**config.mk**
```make
export PLATFORM = sky130hd
export DESIGN_NAME = move_commit
export DESIGN_NICKNAME = d
export VERILOG_FILES = /design/src/rtl/move_commit.sv
export SDC_FILE = /design/constraint.sdc
export NUM_CORES = 1
export LEC_CHECK = 0
export BUFFER_PORTS_ARGS = -buffer_cell sky130_fd_sc_hd__buf_2
export CAP_MARGIN = 20
export CELL_PAD_IN_SITES_DETAIL_PLACEMENT = 0
export CELL_PAD_IN_SITES_GLOBAL_PLACEMENT = 1
export CORE_UTILIZATION = 43
export DETAILED_ROUTE_END_ITERATION = 8
export GPL_TIMING_DRIVEN = 0
export PLACE_DENSITY = 0.85
export SYNTH_ARGS = -nofsm -noshare
export SYNTH_HDL_FRONTEND = slang
export SYNTH_SLANG_ARGS = --single-unit
```
**constraint.sdc**
```tcl
create_clock -name clk -period 5 [get_ports clk]
set_input_delay 0.25 -clock clk [delete_from_list [all_inputs] [get_ports clk]]
set_output_delay 0.25 -clock clk [all_outputs]
set_load 0.05 [all_outputs]
```
**src/rtl/move_commit.sv**
```systemverilog
// move_commit: legality check and commit for a proposed piece position.
// Walks the four rows of the piece's 4x4 mask (read strobe, then compare),
// accumulating a collision flag against walls, floor and occupied cells.
// A clean proposal is committed into cur_*; a rejected fall raises lock.
// Ports:
//   clk, rst_n                 clock, async active-low reset
//   req_valid_i/req_ready_o    proposal handshake (req_fall_i, test_*_i payload)
//   shape_type_o/shape_mask_i  shape ROM lookup (latched type -> 4x4 mask)
//   row_rd_o/row_addr_o        board row read, row_data_i valid one cycle later
//   spawn_i/spawn_type_i       load a new piece, overrides everything
//   cur_type_o/cur_x_o/cur_y_o committed piece state
//   done_o/accepted_o/lock_o   one-cycle result strobes
module move_commit #(
    parameter int unsigned BOARD_W = 10,
    parameter int unsigned BOARD_H = 20,
    parameter int unsigned SPAWN_X = 3
) (
    input  logic               clk,
    input  logic               rst_n,
    input  logic               req_valid_i,
    output logic               req_ready_o,
    input  logic               req_fall_i,
    input  logic [4:0]         test_type_i,
    input  logic [3:0]         test_x_i,
    input  logic [4:0]         test_y_i,
    output logic [4:0]         shape_type_o,
    input  logic [15:0]        shape_mask_i,
    output logic               row_rd_o,
    output logic [4:0]         row_addr_o,
    input  logic [BOARD_W-1:0] row_data_i,
    input  logic               spawn_i,
    input  logic [4:0]         spawn_type_i,
    output logic [4:0]         cur_type_o,
    output logic [3:0]         cur_x_o,
    output logic [4:0]         cur_y_o,
    output logic               done_o,
    output logic               accepted_o,
    output logic               lock_o
);

    localparam int unsigned TYPE_W = 5;
    localparam int unsigned X_W    = 4;
    localparam int unsigned Y_W    = 5;
    localparam int unsigned ST_W   = 4;

    // Sequential encoding: each RD/CMP step advances by one.
    localparam logic [3:0] S_IDLE   = 4'd0;
    localparam logic [3:0] S_RD0    = 4'd1;
    localparam logic [3:0] S_CMP0   = 4'd2;
    localparam logic [3:0] S_RD1    = 4'd3;
    localparam logic [3:0] S_CMP1   = 4'd4;
    localparam logic [3:0] S_RD2    = 4'd5;
    localparam logic [3:0] S_CMP2   = 4'd6;
    localparam logic [3:0] S_RD3    = 4'd7;
    localparam logic [3:0] S_CMP3   = 4'd8;
    localparam logic [3:0] S_RESULT = 4'd9;

    logic [ST_W-1:0]   st_q, st_d;
    logic [TYPE_W-1:0] type_q, type_d;
    logic [X_W-1:0]    x_q, x_d;
    logic [Y_W-1:0]    y_q, y_d;
    logic              fall_q, fall_d;
    logic              coll_q, coll_d;
    logic [TYPE_W-1:0] cur_type_q, cur_type_d;
    logic [X_W-1:0]    cur_x_q, cur_x_d;
    logic [Y_W-1:0]    cur_y_q, cur_y_d;
    logic              done_q, done_d;
    logic              acc_q, acc_d;
    logic              lock_q, lock_d;
    logic [Y_W-1:0]    addr_q, addr_d;

    logic              is_rd, is_cmp;
    logic [1:0]        r;
    logic [3:0]        nib;
    logic [5:0]        row_sum;
    logic              row_oob;
    logic [4:0]        col;
    logic [15:0]       row_pad;
    logic              hit;

    // Current mask row index and step type from the state.
    always_comb begin
        is_rd  = 1'b0;
        is_cmp = 1'b0;
        r      = 2'd0;
        case (st_q)
            S_RD0:   begin is_rd  = 1'b1; r = 2'd0; end
            S_CMP0:  begin is_cmp = 1'b1; r = 2'd0; end
            S_RD1:   begin is_rd  = 1'b1; r = 2'd1; end
            S_CMP1:  begin is_cmp = 1'b1; r = 2'd1; end
            S_RD2:   begin is_rd  = 1'b1; r = 2'd2; end
            S_CMP2:  begin is_cmp = 1'b1; r = 2'd2; end
            S_RD3:   begin is_rd  = 1'b1; r = 2'd3; end
            S_CMP3:  begin is_cmp = 1'b1; r = 2'd3; end
            default: ;
        endcase
    end

    assign nib     = shape_mask_i[{r, 2'b00} +: 4];
    assign row_sum = 6'(y_q) + 6'(r);
    assign row_oob = row_sum >= 6'(BOARD_H);
    assign row_pad = 16'(row_data_i);

    // Collision for this mask row; a set bit below the floor or past the
    // right wall collides without consulting the board.
    always_comb begin
        hit = 1'b0;
        col = 5'd0;
        for (int unsigned c = 0; c < 4; c++) begin
            col = 5'(x_q) + 5'(c);
            if (nib[2'(c)]) begin
                if (row_oob || col >= 5'(BOARD_W)) begin
                    hit = 1'b1;
                end else if (row_pad[col[3:0]]) begin
                    hit = 1'b1;
                end
            end
        end
    end

    // Next-state and output decode; spawn overrides every state.
    always_comb begin
        st_d       = st_q;
        type_d     = type_q;
        x_d        = x_q;
        y_d        = y_q;
        fall_d     = fall_q;
        coll_d     = coll_q;
        cur_type_d = cur_type_q;
        cur_x_d    = cur_x_q;
        cur_y_d    = cur_y_q;
        done_d     = 1'b0;
        acc_d      = 1'b0;
        lock_d     = 1'b0;
        addr_d     = addr_q;
        if (spawn_i) begin
            st_d       = S_IDLE;
            cur_type_d = spawn_type_i;
            cur_x_d    = X_W'(SPAWN_X);
            cur_y_d    = '0;
        end else begin
            case (st_q)
                S_IDLE: begin
                    if (req_valid_i) begin
                        type_d = test_type_i;
                        x_d    = test_x_i;
                        y_d    = test_y_i;
                        fall_d = req_fall_i;
                        coll_d = 1'b0;
                        addr_d = test_y_i;
                        st_d   = S_RD0;
                    end
                end
                S_RESULT: begin
                    if (!coll_q) begin
                        cur_type_d = type_q;
                        cur_x_d    = x_q;
                        cur_y_d    = y_q;
                    end
                    st_d = S_IDLE;
                end
                default: begin
                    if (is_rd) begin
                        st_d = ST_W'(st_q + 4'd1);
                    end else if (is_cmp) begin
                        coll_d = coll_q | hit;
                        st_d   = ST_W'(st_q + 4'd1);
                        if (r != 2'd3) begin
                            addr_d = Y_W'(y_q + 5'(r) + 5'd1);
                        end else begin
                            done_d = 1'b1;
                            acc_d  = ~(coll_q | hit);
                            lock_d = (coll_q | hit) & fall_q;
                        end
                    end else begin
                        st_d = S_IDLE;
                    end
                end
            endcase
        end
    end

    // State and output registers.
    always_ff @(posedge clk or negedge rst_n) begin
        if (!rst_n) begin
            st_q       <= S_IDLE;
            type_q     <= '0;
            x_q        <= '0;
            y_q        <= '0;
            fall_q     <= 1'b0;
            coll_q     <= 1'b0;
            cur_type_q <= '0;
            cur_x_q    <= X_W'(SPAWN_X);
            cur_y_q    <= '0;
            done_q     <= 1'b0;
            acc_q      <= 1'b0;
            lock_q     <= 1'b0;
            addr_q     <= '0;
        end else begin
            st_q       <= st_d;
            type_q     <= type_d;
            x_q        <= x_d;
            y_q        <= y_d;
            fall_q     <= fall_d;
            coll_q     <= coll_d;
            cur_type_q <= cur_type_d;
            cur_x_q    <= cur_x_d;
            cur_y_q    <= cur_y_d;
            done_q     <= done_d;
            acc_q      <= acc_d;
            lock_q     <= lock_d;
            addr_q     <= addr_d;
        end
    end

    // Ready and read strobe must react within the cycle they are needed.
    assign req_ready_o  = (st_q == S_IDLE) & ~spawn_i;
    assign row_rd_o     = is_rd & (nib != 4'd0) & ~row_oob;
    assign row_addr_o   = addr_q;
    assign shape_type_o = type_q;
    assign cur_type_o   = cur_type_q;
    assign cur_x_o      = cur_x_q;
    assign cur_y_o      = cur_y_q;
    assign done_o       = done_q;
    assign accepted_o   = acc_q;
    assign lock_o       = lock_q;

endmodule

```
# Word level (Yosys, flattened, before mapping)
# Index checks and enable logic that the tools add are counted.
[word_totals] word_cells=133 in_bits=50 out_inout_bits=29 register_bits=42
[op_classes] mux=61 n_eq_ne=14 shifts=1 bitwise=9 magnitude_cmp=9 reduce_logical=19 add_sub_neg=7
[op_table] cell="two-way mux 5 bit" count=10
[op_table] cell="two-way mux 1 bit" count=36
[op_table] cell="two-way mux 4 bit" count=7
[op_table] cell="< comparator 4 x 5 -> 1 bit, second input constant" count=4
[op_table] cell="binary-select mux 1 bit (select 4 bit)" count=4
[op_table] cell="equality test 4 x 3 -> 1 bit, second input constant" count=4
[op_table] cell="variable part select 16 x 5 -> 4 bit" count=1
[op_table] cell=">= comparator 5 x 4 -> 1 bit, second input constant" count=3
[op_table] cell="adder 4 x 2 -> 5 bit, second input constant" count=2
[op_table] cell="case mux 5 bit (2 select lines)" count=1
[op_table] cell="equality test 4 x 2 -> 1 bit, second input constant" count=2
[op_table] cell="equality test 4 bit, second input constant" count=2
[op_table] cell="case mux 4 bit (2 select lines)" count=1
[op_table] cell="OR reduction 2 bit" count=4
[op_table] cell="OR reduction 4 bit" count=2
[op_table] cell="adder 5 x 2 -> 6 bit" count=1
[op_table] cell=">= comparator 6 x 5 -> 1 bit, second input constant" count=1
[op_table] cell="!= test 2 bit, second input constant" count=3
[op_table] cell="case mux 2 bit (3 select lines)" count=1
[op_table] cell="AND reduction 6 bit" count=1
[op_table] cell="nonzero test 2 bit" count=3
[op_table] cell="adder 4 x 1 -> 5 bit, second input constant" count=1
[op_table] cell="adder 5 x 1 -> 5 bit, second input constant" count=1
[op_table] cell="adder 5 x 2 -> 5 bit" count=1
[op_table] cell="other kinds (15)" count=24

# Longest topological paths before layout
# Gate-level depths: netlist of the first run.
[depth] word_depth=24 depth_mapped=13 mapped_depth_nobuf=12

# Worst setup path after synthesis of the first run
# Ideal clock, no wire load.
[synth_path] path_kind="register to output" startpoint="reg st_q[0]" endpoint="out row_rd_o" required_ps=4750 stages_incl_launch_ff=12 path_buffers=1 path_slack_ps=663 arrival_ps=4087 cell_sequence="dfrtp_1 > ha_1 > buf_2 > nor2b_1 > a21o_4 > ha_1 > inv_1 > fa_1 > a211oi_1 > a221oi_1 > a41o_1 > a2111oi_1"
[synth_via] elab_chain_cells=7 word_cells_on_any_way=20 classes_between="add/sub (1); order compare (1); eq/ne (7); shift (1); mux (2); bitwise (3); reduce/logical (5)"
[synth_lines] item="from (decl)" line="58" source="logic [ST_W-1:0] st_q, st_d;"
[synth_lines] item="from (signal assigned)" line="200" source="st_q <= st_d;"
[synth_lines] item="equality test 4 bit, or another cell as far along" line="86" source="case (st_q)"
[synth_lines] item="OR reduction 2 bit (no source line)"
[synth_lines] item="case mux 2 bit (3 select lines)" line="86"
[synth_lines] item="adder 5 x 2 -> 6 bit or variable part select 16 x 5 -> 4 bit (tied branches)" line="100, 99"
[synth_lines] item=">= comparator 6 x 5 -> 1 bit or nonzero test 4 bit (tied branches)" line="101, 218"
[synth_lines] item="inverter 1 bit or AND 1 bit (tied branches)" line="218" source="assign row_rd_o = is_rd & (nib != 4'd0) & ~row_oob;"
[synth_lines] item="AND 1 bit *" line="218"
[synth_lines] item="to (decl)" line="28" source="output logic row_rd_o,"
# Mark *: on every way between the ends. The rest lies on a longest branch, timed or not.

# Worst setup path after layout of the first run
# Same ends and word-level chain as after synthesis.

==> impl_metrics.json, run 1 <==
{
  "grt_max_degree": 43,
  "synth_area_leader_cell": "sky130_fd_sc_hd__dfrtp_1",
  "clkSinkCount": 42,
  "drt_wl_total_um": 7150,
  "detailedRoute.firstPassIterationCount": 4,
  "ir_drop_mv": 0.226,
  "cts_root_buf": "sky130_fd_sc_hd__clkbuf_8",
  "worst_path_maximum_fanout": 7,
  "fin_util_pct": 53.0,
  "timing.critical_path.to_type": "output pin",
  "timing.final.crit_period_ps": 3890,
  "via_count": 2519,
  "worstSetupStartpoint": "st_q[0]",
  "fin_skew_ps": 6.78,
  "cts_tree": "built",
  "placed_cell_area_mm2": 0.00349,
  "detail_route.drc_violations": 0,
  "synth_commonest_cells": "sky130_fd_sc_hd__dfrtp_1, sky130_fd_sc_hd__nand2_1, sky130_fd_sc_hd__mux2i_1, sky130_fd_sc_hd__nor2_1, sky130_fd_sc_hd__ha_1",
  "htree_levels": 2,
  "power_density_mw_per_mm2": 331,
  "synth_area_mm2": 0.00300,
  "grt_pass1_vias": 2420,
  "worst-slew-pin-transition_ps": 914,
  "fp.dieH_um": 85.5,
  "postSynthNetCount": 373,
  "area_growth_syn_to_layout_pct": 19.3,
  "number_of_buffers_created_by_cts": 5,
  "fmax_ghz": 0.257,
  "post-place-cells": 464,
  "antenna_left": 0,
  "die_width_um": 85.5,
  "postSynth.topFlopCell": "sky130_fd_sc_hd__dfrtp_1",
  "ctsResizeCount": 0,
  "criticalPathCategory": "register to output pin",
  "edff_count_synth": 0,
  "synth.distinct_cells": 61,
  "ctsLongestPathBuffers": 2,
  "final_layout_size_suffix_gt1_share_pct": 32.9,
  "layout_cells_excl_fill": 472,
  "cell_with_the_most_instances_after_synthesis": "sky130_fd_sc_hd__dfrtp_1",
  "routedWlPerCell_um": 15.2,
  "crit_arrival_ps": 3640,
  "placement.setup.worst_slack_ps": 1450,
  "post-cts-setup-buffers": 0,
  "final_max_slew_violation_count": 0,
  "number_of_instances_in_the_synthesized_netlist": 306,
  "die_area_mm2": 0.00732,
  "synth.yosys.seq_area_share_pct": 35.1,
  "routed_via_count_divided_by_cell_count": 5.34,
  "synth_top_area_share_pct": 33.4,
  "globalRoute.totalOverflow": 0,
  "clkTransAtPathRegs_ps": 80,
  "ys_seq_elements": 42,
  "finish.instance_area_mm2": 0.00358,
  "leakage_nw": 1.75,
  "status": "completed",
  "holdBufCountCts": 0,
  "global_route.usage.total_pct": 20.5,
  "design.final.nets": 458,
  "cp-start-kind": "register",
  "routability_cong": 0.783,
  "core_area_mm2": 0.00676,
  "worst_skew_pair.late_latency_ps": 300,
  "placement_rows": 30,
  "synth_async_sr_flop_share_pct": 100,
  "cap_viol_max_count": 0,
  "postLayoutSetupSlackWorst_ps": 1110,
  "setup_viol": 0,
  "synth.yosys.warnings": 0,
  "diodes": 0,
  "timing.slew.headroom_pct": 39.1,
  "yosys-top-cells-area": "sky130_fd_sc_hd__dfrtp_1, sky130_fd_sc_hd__ha_1, sky130_fd_sc_hd__mux2i_1",
  "grt_setup_unrepaired": "false",
  "hold_viol_final": 0,
  "first_iter_violations": 102,
  "holdCritPathClass": "input pin to asynchronous set/reset pin",
  "initial_utilization_pct": 44.4,
  "totalNegativeSetupSlack_ps": 0,
  "required_ps": 4750,
  "worst_r2r_startpoint": "x_q[1]",
  "port-buffer-count": 78,
  "floorplan.io_pins": 79,
  "grt_antenna_before_repair": 0,
  "grt_first_pass_wirelength_um": 11900,
  "layout_worst_path_cycle_share_pct": 77.7,
  "dp_hpwl_um": 5430,
  "syn_avg_cell_area_um2": 9.81
}
## registers in the layout, indices dropped and copies added, names as in the netlist
| register | flops |
|---|---|
| cur_y_o | 5 |
| accepted_o | 1 |
| cur_x_o | 4 |
| done_o | 1 |
| y_q | 5 |
| x_q | 4 |
| st_q | 4 |
| fall_q | 1 |
| shape_type_o | 5 |
| lock_o | 1 |
| row_addr_o | 5 |
| cur_type_o | 5 |
| coll_q | 1 |
## metrics by stage
step / hold WS, ps / total power [mW]
CTS: 115 / 1.20
finish: 86.5 / 1.19
global placement: 438 / 0.966
floorplan: -45.6 / 0.839
detailed placement: 441 / 0.972
global route: 155 / 1.26
## final timing paths
path,to,slack (ps),cells past startpoint
setup reg to reg,accepted_o,1710,10
max in group asynchronous,y_q[0],4350,1
hold reg to reg,cur_x_o[1],490,2
min in group clk,cur_type_o[1],160,3
setup / recovery,row_rd_o,1110,12
hold / removal,shape_type_o[2],90,1
## cells in the final DEF (no fill, tap or decap), drive strengths merged, types with 2 or more instances in the layout
| cell type | n |
|---|---|
| a211oi | 5 |
| a21o | 3 |
| a21oi | 14 |
| a221oi | 2 |
| and3 | 5 |
| buf | 87 |
| clkbuf | 16 |
| clkinv | 2 |
| dfrtp | 40 |
| dfstp | 2 |
| fa | 2 |
| ha | 15 |
| inv | 16 |
| mux2 | 24 |
| mux2i | 18 |
| mux4 | 5 |
| nand2 | 35 |
| nand2b | 3 |
| nand3 | 5 |
| nand3b | 5 |
| nor2 | 19 |
| nor2b | 6 |
| nor3 | 5 |
| o211ai | 2 |
| o21ai | 19 |
| o22a | 2 |
| o32a | 2 |
| xnor2 | 5 |
| xor2 | 5 |
## per-layer routing
layer / wire [um] / global-route usage (%) / part of all wire, %
met5: 0 / 0 / 0
met4: 55 / 4.39 / 0.77
met3: 250 / 3.46 / 3.5
met2: 3360 / 34.0 / 47
met1: 3490 / 28.3 / 49
## cells by family after synthesis
| group | Yosys count | synth area share [%] |
|---|---|---|
| mux | 47 | 19.4 |
| fa+ha+maj | 17 | 7.59 |
| flops | 42 | 35.1 |
| xor+xnor | 10 | 3.17 |
| buf+inv | 36 | 5.05 |
| compound gates | 64 | 14.9 |
| simple gates | 90 | 14.8 |
## final cells by class
| class | count | area, um^2 |
|---|---|---|
| Timing Repair Buffer | 78 | 390 |
| Sequential cell | 42 | 1050 |
| Clock buffer | 5 | 68.8 |
| Inverter | 16 | 62.6 |
| Multi-Input combinational cell | 228 | 1800 |
| Fill cell | 658 | 3180 |
| Clock inverter | 3 | 21.3 |
| Tap cell | 80 | 100 |
| Buffer | 20 | 88.8 |
## where the power goes
group,internal (mW),switching (mW),total (mW)
logic,0.215,0.324,0.538
clock network,0.0981,0.120,0.218
registers,0.387,0.0424,0.429
total,0.700,0.486,1.19
## worst max-delay path, cell delays in order (launching register included)
cell                        delay (ps)
sky130_fd_sc_hd__dfrtp_1           440
sky130_fd_sc_hd__ha_1              170
sky130_fd_sc_hd__buf_2             190
sky130_fd_sc_hd__nor2b_1           270
sky130_fd_sc_hd__a21o_4            180
sky130_fd_sc_hd__ha_1              180
sky130_fd_sc_hd__inv_1              60
sky130_fd_sc_hd__fa_1              410
sky130_fd_sc_hd__a211oi_1          280
sky130_fd_sc_hd__a221oi_1          150
sky130_fd_sc_hd__a41o_1            270
sky130_fd_sc_hd__a2111oi_1         420
sky130_fd_sc_hd__buf_2             340
Note: power is estimated with default switching activity, not from simulation.
==> inputs of run 2 (changes only) <==
--- a/config.mk
+++ b/config.mk
@@ -9,10 +9,10 @@
 export CAP_MARGIN = 20
 export CELL_PAD_IN_SITES_DETAIL_PLACEMENT = 0
 export CELL_PAD_IN_SITES_GLOBAL_PLACEMENT = 1
-export CORE_UTILIZATION = 43
+export CORE_UTILIZATION = 40
 export DETAILED_ROUTE_END_ITERATION = 8
 export GPL_TIMING_DRIVEN = 0
-export PLACE_DENSITY = 0.85
+export PLACE_DENSITY = 0.8
 export SYNTH_ARGS = -nofsm -noshare
 export SYNTH_HDL_FRONTEND = slang
 export SYNTH_SLANG_ARGS = --single-unit
==> constraint.sdc (replaced) <==
create_clock -name clk -period 3.6 [get_ports clk]
set_input_delay 0.18 -clock clk [delete_from_list [all_inputs] [get_ports clk]]
set_output_delay 0.18 -clock clk [all_outputs]
set_load 0.05 [all_outputs]
==> run 2 against run 1 <==
  * Largest cell class unchanged
  * Wire length up 2.1%
  * Worst hold slack worse by 56 ps
  * Total power up 47%
  * Critical path type unchanged
==> impl_metrics.json, run 2 (synthesis results as in run 1) <==
{
  "status": "completed",
  "layout_worst_path_cycle_share_pct": 93.5,
  "share_seq_of_total_power_pct": 34.3,
  "critical_path_buf_inv_count": 4,
  "detail_route.drc_violations": 0,
  "fmax_ghz": 0.297,
  "grt_first_pass_wirelength_um": 11800,
  "cts_root_buf": "sky130_fd_sc_hd__clkbuf_8",
  "endpoint": "row_rd_o",
  "worstSetupStartpoint": "st_q[0]",
  "critical_path.max_stage_delay_ps": 450,
  "grt_setup_unrepaired": "false",
  "initial_utilization_pct": 41.4,
  "timing.critical_path.max_delay_family": "compound AO/OA/AOI/OAI gates",
  "r2r_setup_slack_ps": 290,
  "worst_skew_pair.late_latency_ps": 300,
  "timing.critical_path.to_type": "output pin",
  "final_layout_size_suffix_gt1_share_pct": 34.8,
  "routability_cong": 0.802,
  "holdCritPathClass": "input pin to asynchronous set/reset pin",
  "floorplan.io_pins": 79,
  "cellInternalPower_mw": 1.05,
  "routed_via_count_divided_by_cell_count": 5.24,
  "clkTransAtPathRegs_ps": 80,
  "worst_r2r_startpoint": "x_q[1]",
  "drt_wl_total_um": 7300,
  "globalRoute.totalOverflow": 0,
  "area_growth_syn_to_layout_pct": 23.3,
  "worst_path_maximum_fanout": 10,
  "global_route.usage.total_pct": 19.6,
  "dp_hpwl_um": 5560,
  "placed_cell_area_mm2": 0.00352,
  "leakage_nw": 1.79,
  "die_width_um": 88.6,
  "grt_pass1_vias": 2465,
  "cap_viol_max_count": 0,
  "crit_arrival_ps": 3180,
  "criticalPathCategory": "register to output pin",
  "critical_path.most_common_cell": "sky130_fd_sc_hd__inv_1",
  "number_of_buffers_created_by_cts": 5,
  "design.final.nets": 462,
  "critical_path.slowest_cell": "sky130_fd_sc_hd__dfrtp_2",
  "die_area_mm2": 0.00785,
  "setup_viol": 0,
  "required_ps": 3420,
  "timing.final.crit_period_ps": 3360,
  "fin_skew_ps": 3.58,
  "worst-slew-pin-transition_ps": 962,
  "r2r_end": "accepted_o",
  "htree_levels": 2,
  "via_count": 2596,
  "power_density_mw_per_mm2": 471,
  "holdBufCountCts": 0,
  "placement_rows": 31,
  "critical_path_depth": 12,
  "layout.cells.most_common": "sky130_fd_sc_hd__buf_2",
  "grt_antenna_before_repair": 0,
  "netSwitchingPower_uw": 689,
  "ir_drop_mv": 0.372,
  "first_iter_violations": 85,
  "share_comb_of_total_power_pct": 43.8,
  "ctsLongestPathBuffers": 2,
  "power_switching_share_pct": 39.6,
  "layout_common_cells": "sky130_fd_sc_hd__buf_2, sky130_fd_sc_hd__dfrtp_1, sky130_fd_sc_hd__nand2_1",
  "fp.dieH_um": 88.6,
  "port-buffer-count": 78,
  "hold_viol_final": 0,
  "timing.slew.headroom_pct": 35.9,
  "final_max_slew_violation_count": 0,
  "routedWlPerCell_um": 14.7,
  "antenna_left": 0,
  "grt_max_degree": 43,
  "power.share.clock_pct": 21.9,
  "cts_tree": "built",
  "core_area_mm2": 0.00725,
  "clkSinkCount": 42,
  "cp-start-kind": "register",
  "finish.instance_area_mm2": 0.00370,
  "detailedRoute.firstPassIterationCount": 4,
  "crit_path_cell_trace": "inv_1 -> ha_1 -> buf_2 -> a21o_4 -> ha_2 -> inv_1 -> fa_1 -> a211oi_2 -> a221oi_1 -> a41o_1 -> a2111oi_4 -> buf_6",
  "diodes": 0,
  "reg2regPathDepth": 10,
  "totalNegativeSetupSlack_ps": 0
}
## run 2: cell type report
type,instances,area (um^2)
buffer,20,91.3
sequential,42,1050
clock buffer,5,68.8
multi-input combinational,228,1830
tap,99,124
inverter,16,62.6
clock inverter,3,43.8
timing repair buffer,82,427
fill,700,3550
## run 2: worst min-delay path by stage
| stage | startpoint | endpoint | slack (ps) |
|---|---|---|---|
| after global routing | spawn_type_i[4] | cur_type_o[4] | 80 |
| after global placement | rst_n | shape_type_o[3] | 380 |
| after CTS | rst_n | shape_type_o[1] | 60 |
| final | rst_n | shape_type_o[3] | 30 |
| after floorplan | rst_n | accepted_o | -120 |
| after detailed placement | rst_n | shape_type_o[3] | 390 |
## run 2: what timing repair did
item / 4_1_cts / 5_1_grt
setup endpoints to repair: 1 / 1
buffers inserted: 0 / 4
pin swaps: 0 / 3
resized for setup: 5 / 5
hold endpoints to repair: 0 / 0
cloned: 0 / 0
## run 2: per-layer routing
layer | vias up | GRT usage [%] | wire length [um]
met4 | 0 | 5.72 | 125
met3 | 11 | 3.82 | 280
met5 | - | 0 | 0
met2 | 56 | 32.0 | 3520
li1 | 1266 | - | -
met1 | 1263 | 26.6 | 3380
## run 2: power groups by stage
stage	logic, mW	registers (mW)	clock network (mW)
after floorplan	0.435	0.732	0
after global placement	0.743	0.604	0
after detailed placement	0.751	0.605	0
after CTS	0.756	0.597	0.396
after global routing	0.830	0.606	0.410
final	0.763	0.597	0.381
## run 2: per-stage QoR
step | setup slack (ps) | hold slack, ps | cells | power [mW] | util [%]
4_1_cts | 23.0 | 64.0 | 491 | 1.75 | 50.3
2_1_floorplan | 12.6 | -116 | 306 | 1.17 | -
3_3_place_gp | 189 | 380 | 483 | 1.35 | 48.5
6_report | 235 | 30.5 | 495 | 1.74 | 51.0
3_5_place_dp | 119 | 395 | 483 | 1.36 | 48.5
5_1_grt | 33.2 | 80.0 | 495 | 1.85 | 51.0
==> inputs of run 3 (changes only) <==
--- a/config.mk
+++ b/config.mk
@@ -7,9 +7,7 @@
 export LEC_CHECK = 0
 export BUFFER_PORTS_ARGS = -buffer_cell sky130_fd_sc_hd__buf_2
 export CAP_MARGIN = 20
-export CELL_PAD_IN_SITES_DETAIL_PLACEMENT = 0
-export CELL_PAD_IN_SITES_GLOBAL_PLACEMENT = 1
-export CORE_UTILIZATION = 40
+export CORE_UTILIZATION = 53
 export DETAILED_ROUTE_END_ITERATION = 8
 export GPL_TIMING_DRIVEN = 0
 export PLACE_DENSITY = 0.8
==> run 3 against run 2 <==
  * Clock power is 2% lower
  * Setup slack worse by 97 ps
  * Critical path depth stayed put
  * Total power hardly changed
  * Wire length is 1.4% lower
  * Count of clock-buffer cells in the layout is 1 higher
  * Largest power group unchanged
==> impl_metrics.json, run 3 (synthesis results as in run 1) <==
{
  "status": "completed",
  "crit_arrival_ps": 3280,
  "detailedRoute.firstPassIterationCount": 6,
  "antenna_left": 0,
  "p_total_mw": 1.74,
  "finish.instance_area_mm2": 0.00368,
  "cts_root_buf": "sky130_fd_sc_hd__clkbuf_8",
  "grt_antenna_before_repair": 0,
  "worst_skew_pair.late_latency_ps": 300,
  "ctsLongestPathBuffers": 2,
  "timing.critical_path.to_type": "output pin",
  "grt_first_pass_wirelength_um": 11700,
  "routability_cong": 0.834,
  "holdCritPathClass": "input pin to asynchronous set/reset pin",
  "drt_wl_total_um": 7200,
  "routedWlPerCell_um": 15.3,
  "worst_path_maximum_fanout": 8,
  "detail_route.drc_violations": 0,
  "criticalPathCategory": "register to output pin",
  "globalRoute.totalOverflow": 0,
  "final_max_slew_violation_count": 0,
  "grt_max_degree": 43,
  "layout_common_cells": "sky130_fd_sc_hd__buf_2, sky130_fd_sc_hd__dfrtp_1, sky130_fd_sc_hd__nand2_1",
  "via_count": 2633,
  "cp-start-kind": "register",
  "setup_viol": 0,
  "floorplan.io_pins": 79,
  "timing.final.crit_period_ps": 3460,
  "fin_util_pct": 67.3,
  "initial_utilization_pct": 54.8,
  "leakage_nw": 1.79,
  "first_iter_violations": 164,
  "worst-slew-pin-transition_ps": 908,
  "fin_skew_ps": 3.68,
  "hold_viol_final": 0,
  "clkSinkCount": 42,
  "final.hold.worst_slack_ps": 0.820,
  "ir_drop_mv": 0.364,
  "cts_tree": "built",
  "placed_cell_area_mm2": 0.00349,
  "layout_worst_path_cycle_share_pct": 96.1,
  "required_ps": 3420,
  "diodes": 0,
  "fmax_ghz": 0.289,
  "area_growth_syn_to_layout_pct": 22.8,
  "die_width_um": 77.2,
  "power_density_mw_per_mm2": 472,
  "number_of_buffers_created_by_cts": 5,
  "htree_levels": 2,
  "port-buffer-count": 78,
  "post-place-cells": 456,
  "fp.dieH_um": 77.2,
  "grt_pass1_vias": 2610,
  "die_area_mm2": 0.00597,
  "design.final.nets": 464,
  "final_layout_size_suffix_gt1_share_pct": 35.7,
  "dp_hpwl_um": 5310,
  "holdBufCountCts": 0,
  "core_area_mm2": 0.00547,
  "routed_via_count_divided_by_cell_count": 5.60,
  "timing.slew.headroom_pct": 39.5,
  "placement_rows": 27,
  "layout.cells.most_common": "sky130_fd_sc_hd__buf_2",
  "global_route.usage.total_pct": 24.8,
  "cap_viol_max_count": 0,
  "clkTransAtPathRegs_ps": 80,
  "layout_cells_excl_fill": 470
}
-- run 3: cell types whose count changed in the layout (fill, tap and decap cells not counted), sizes merged --
cell | before | now
inv | 17 | 16
clkbuf | 16 | 19
clkinv | 1 | 0
clkinvlp | 0 | 1
-- run 3: layout make-up --
type                    count  area, um^2
clock buffers               6        72.6
fillers                   460        1790
well taps                  72        90.1
plain buffers              20        93.8
flip-flops and latches     42        1050
inverters                  16        62.6
repair buffers             84         442
clock inverters             2        37.5
multi-input cells         228        1830
-- run 3: what timing repair did --
action,CTS,global route
pin swaps,1,1
buffers inserted,1,5
hold endpoints to repair,0,0
gates resized for setup,4,9
endpoints found under the setup margin,1,1
-- run 3: where the power goes --
part | switching (mW) | internal, mW
Sequential | 0.0587 | 0.538
Combinational | 0.459 | 0.312
Clock | 0.166 | 0.207
Total | 0.683 | 1.06
-- run 3: critical path: stages, from the launching register on --
cell and delay [ps]:
sky130_fd_sc_hd__dfrtp_2 450, sky130_fd_sc_hd__buf_4 150, sky130_fd_sc_hd__ha_1 200, sky130_fd_sc_hd__buf_2 180, sky130_fd_sc_hd__nor3_2 230, sky130_fd_sc_hd__o21ai_2 110, sky130_fd_sc_hd__buf_4 160, sky130_fd_sc_hd__ha_1 300
sky130_fd_sc_hd__a211oi_2 230, sky130_fd_sc_hd__a221oi_1 120, sky130_fd_sc_hd__a41o_2 300, sky130_fd_sc_hd__a2111oi_4 350, sky130_fd_sc_hd__buf_6 200
-- run 3: final timing paths --
path                            startpoint  slack, ps         endpoint  depth (start not counted)
setup / recovery                   st_q[0]        140         row_rd_o                         12
hold / removal                       rst_n        0.8  shape_type_o[3]                          1
setup reg to reg                   st_q[0]        350       accepted_o                         14
hold reg to reg                 cur_x_o[1]        500       cur_x_o[1]                          2
max in group asynchronous            rst_n       2970          st_q[0]                          1
min in group clk           spawn_type_i[4]         80    cur_type_o[4]                          3
-- run 3: per-stage QoR --
step | TNS [ps] | setup WS (ps)
after floorplan | 0 | 12.6
after global placement | 0 | 237
after detailed placement | 0 | 171
after CTS | 0 | 24.0
after global routing | -13.5 | -13.5
final | 0 | 139
-- run 3: metal layers --
layer | wire length [um] | track usage, % | up-vias
li1 | - | - | 1267
met1 | 3110 | 31.9 | 1271
met2 | 3580 | 41.5 | 74
met3 | 340 | 4.40 | 21
met4 | 172 | 9.06 | 0
met5 | 0 | 0 | -
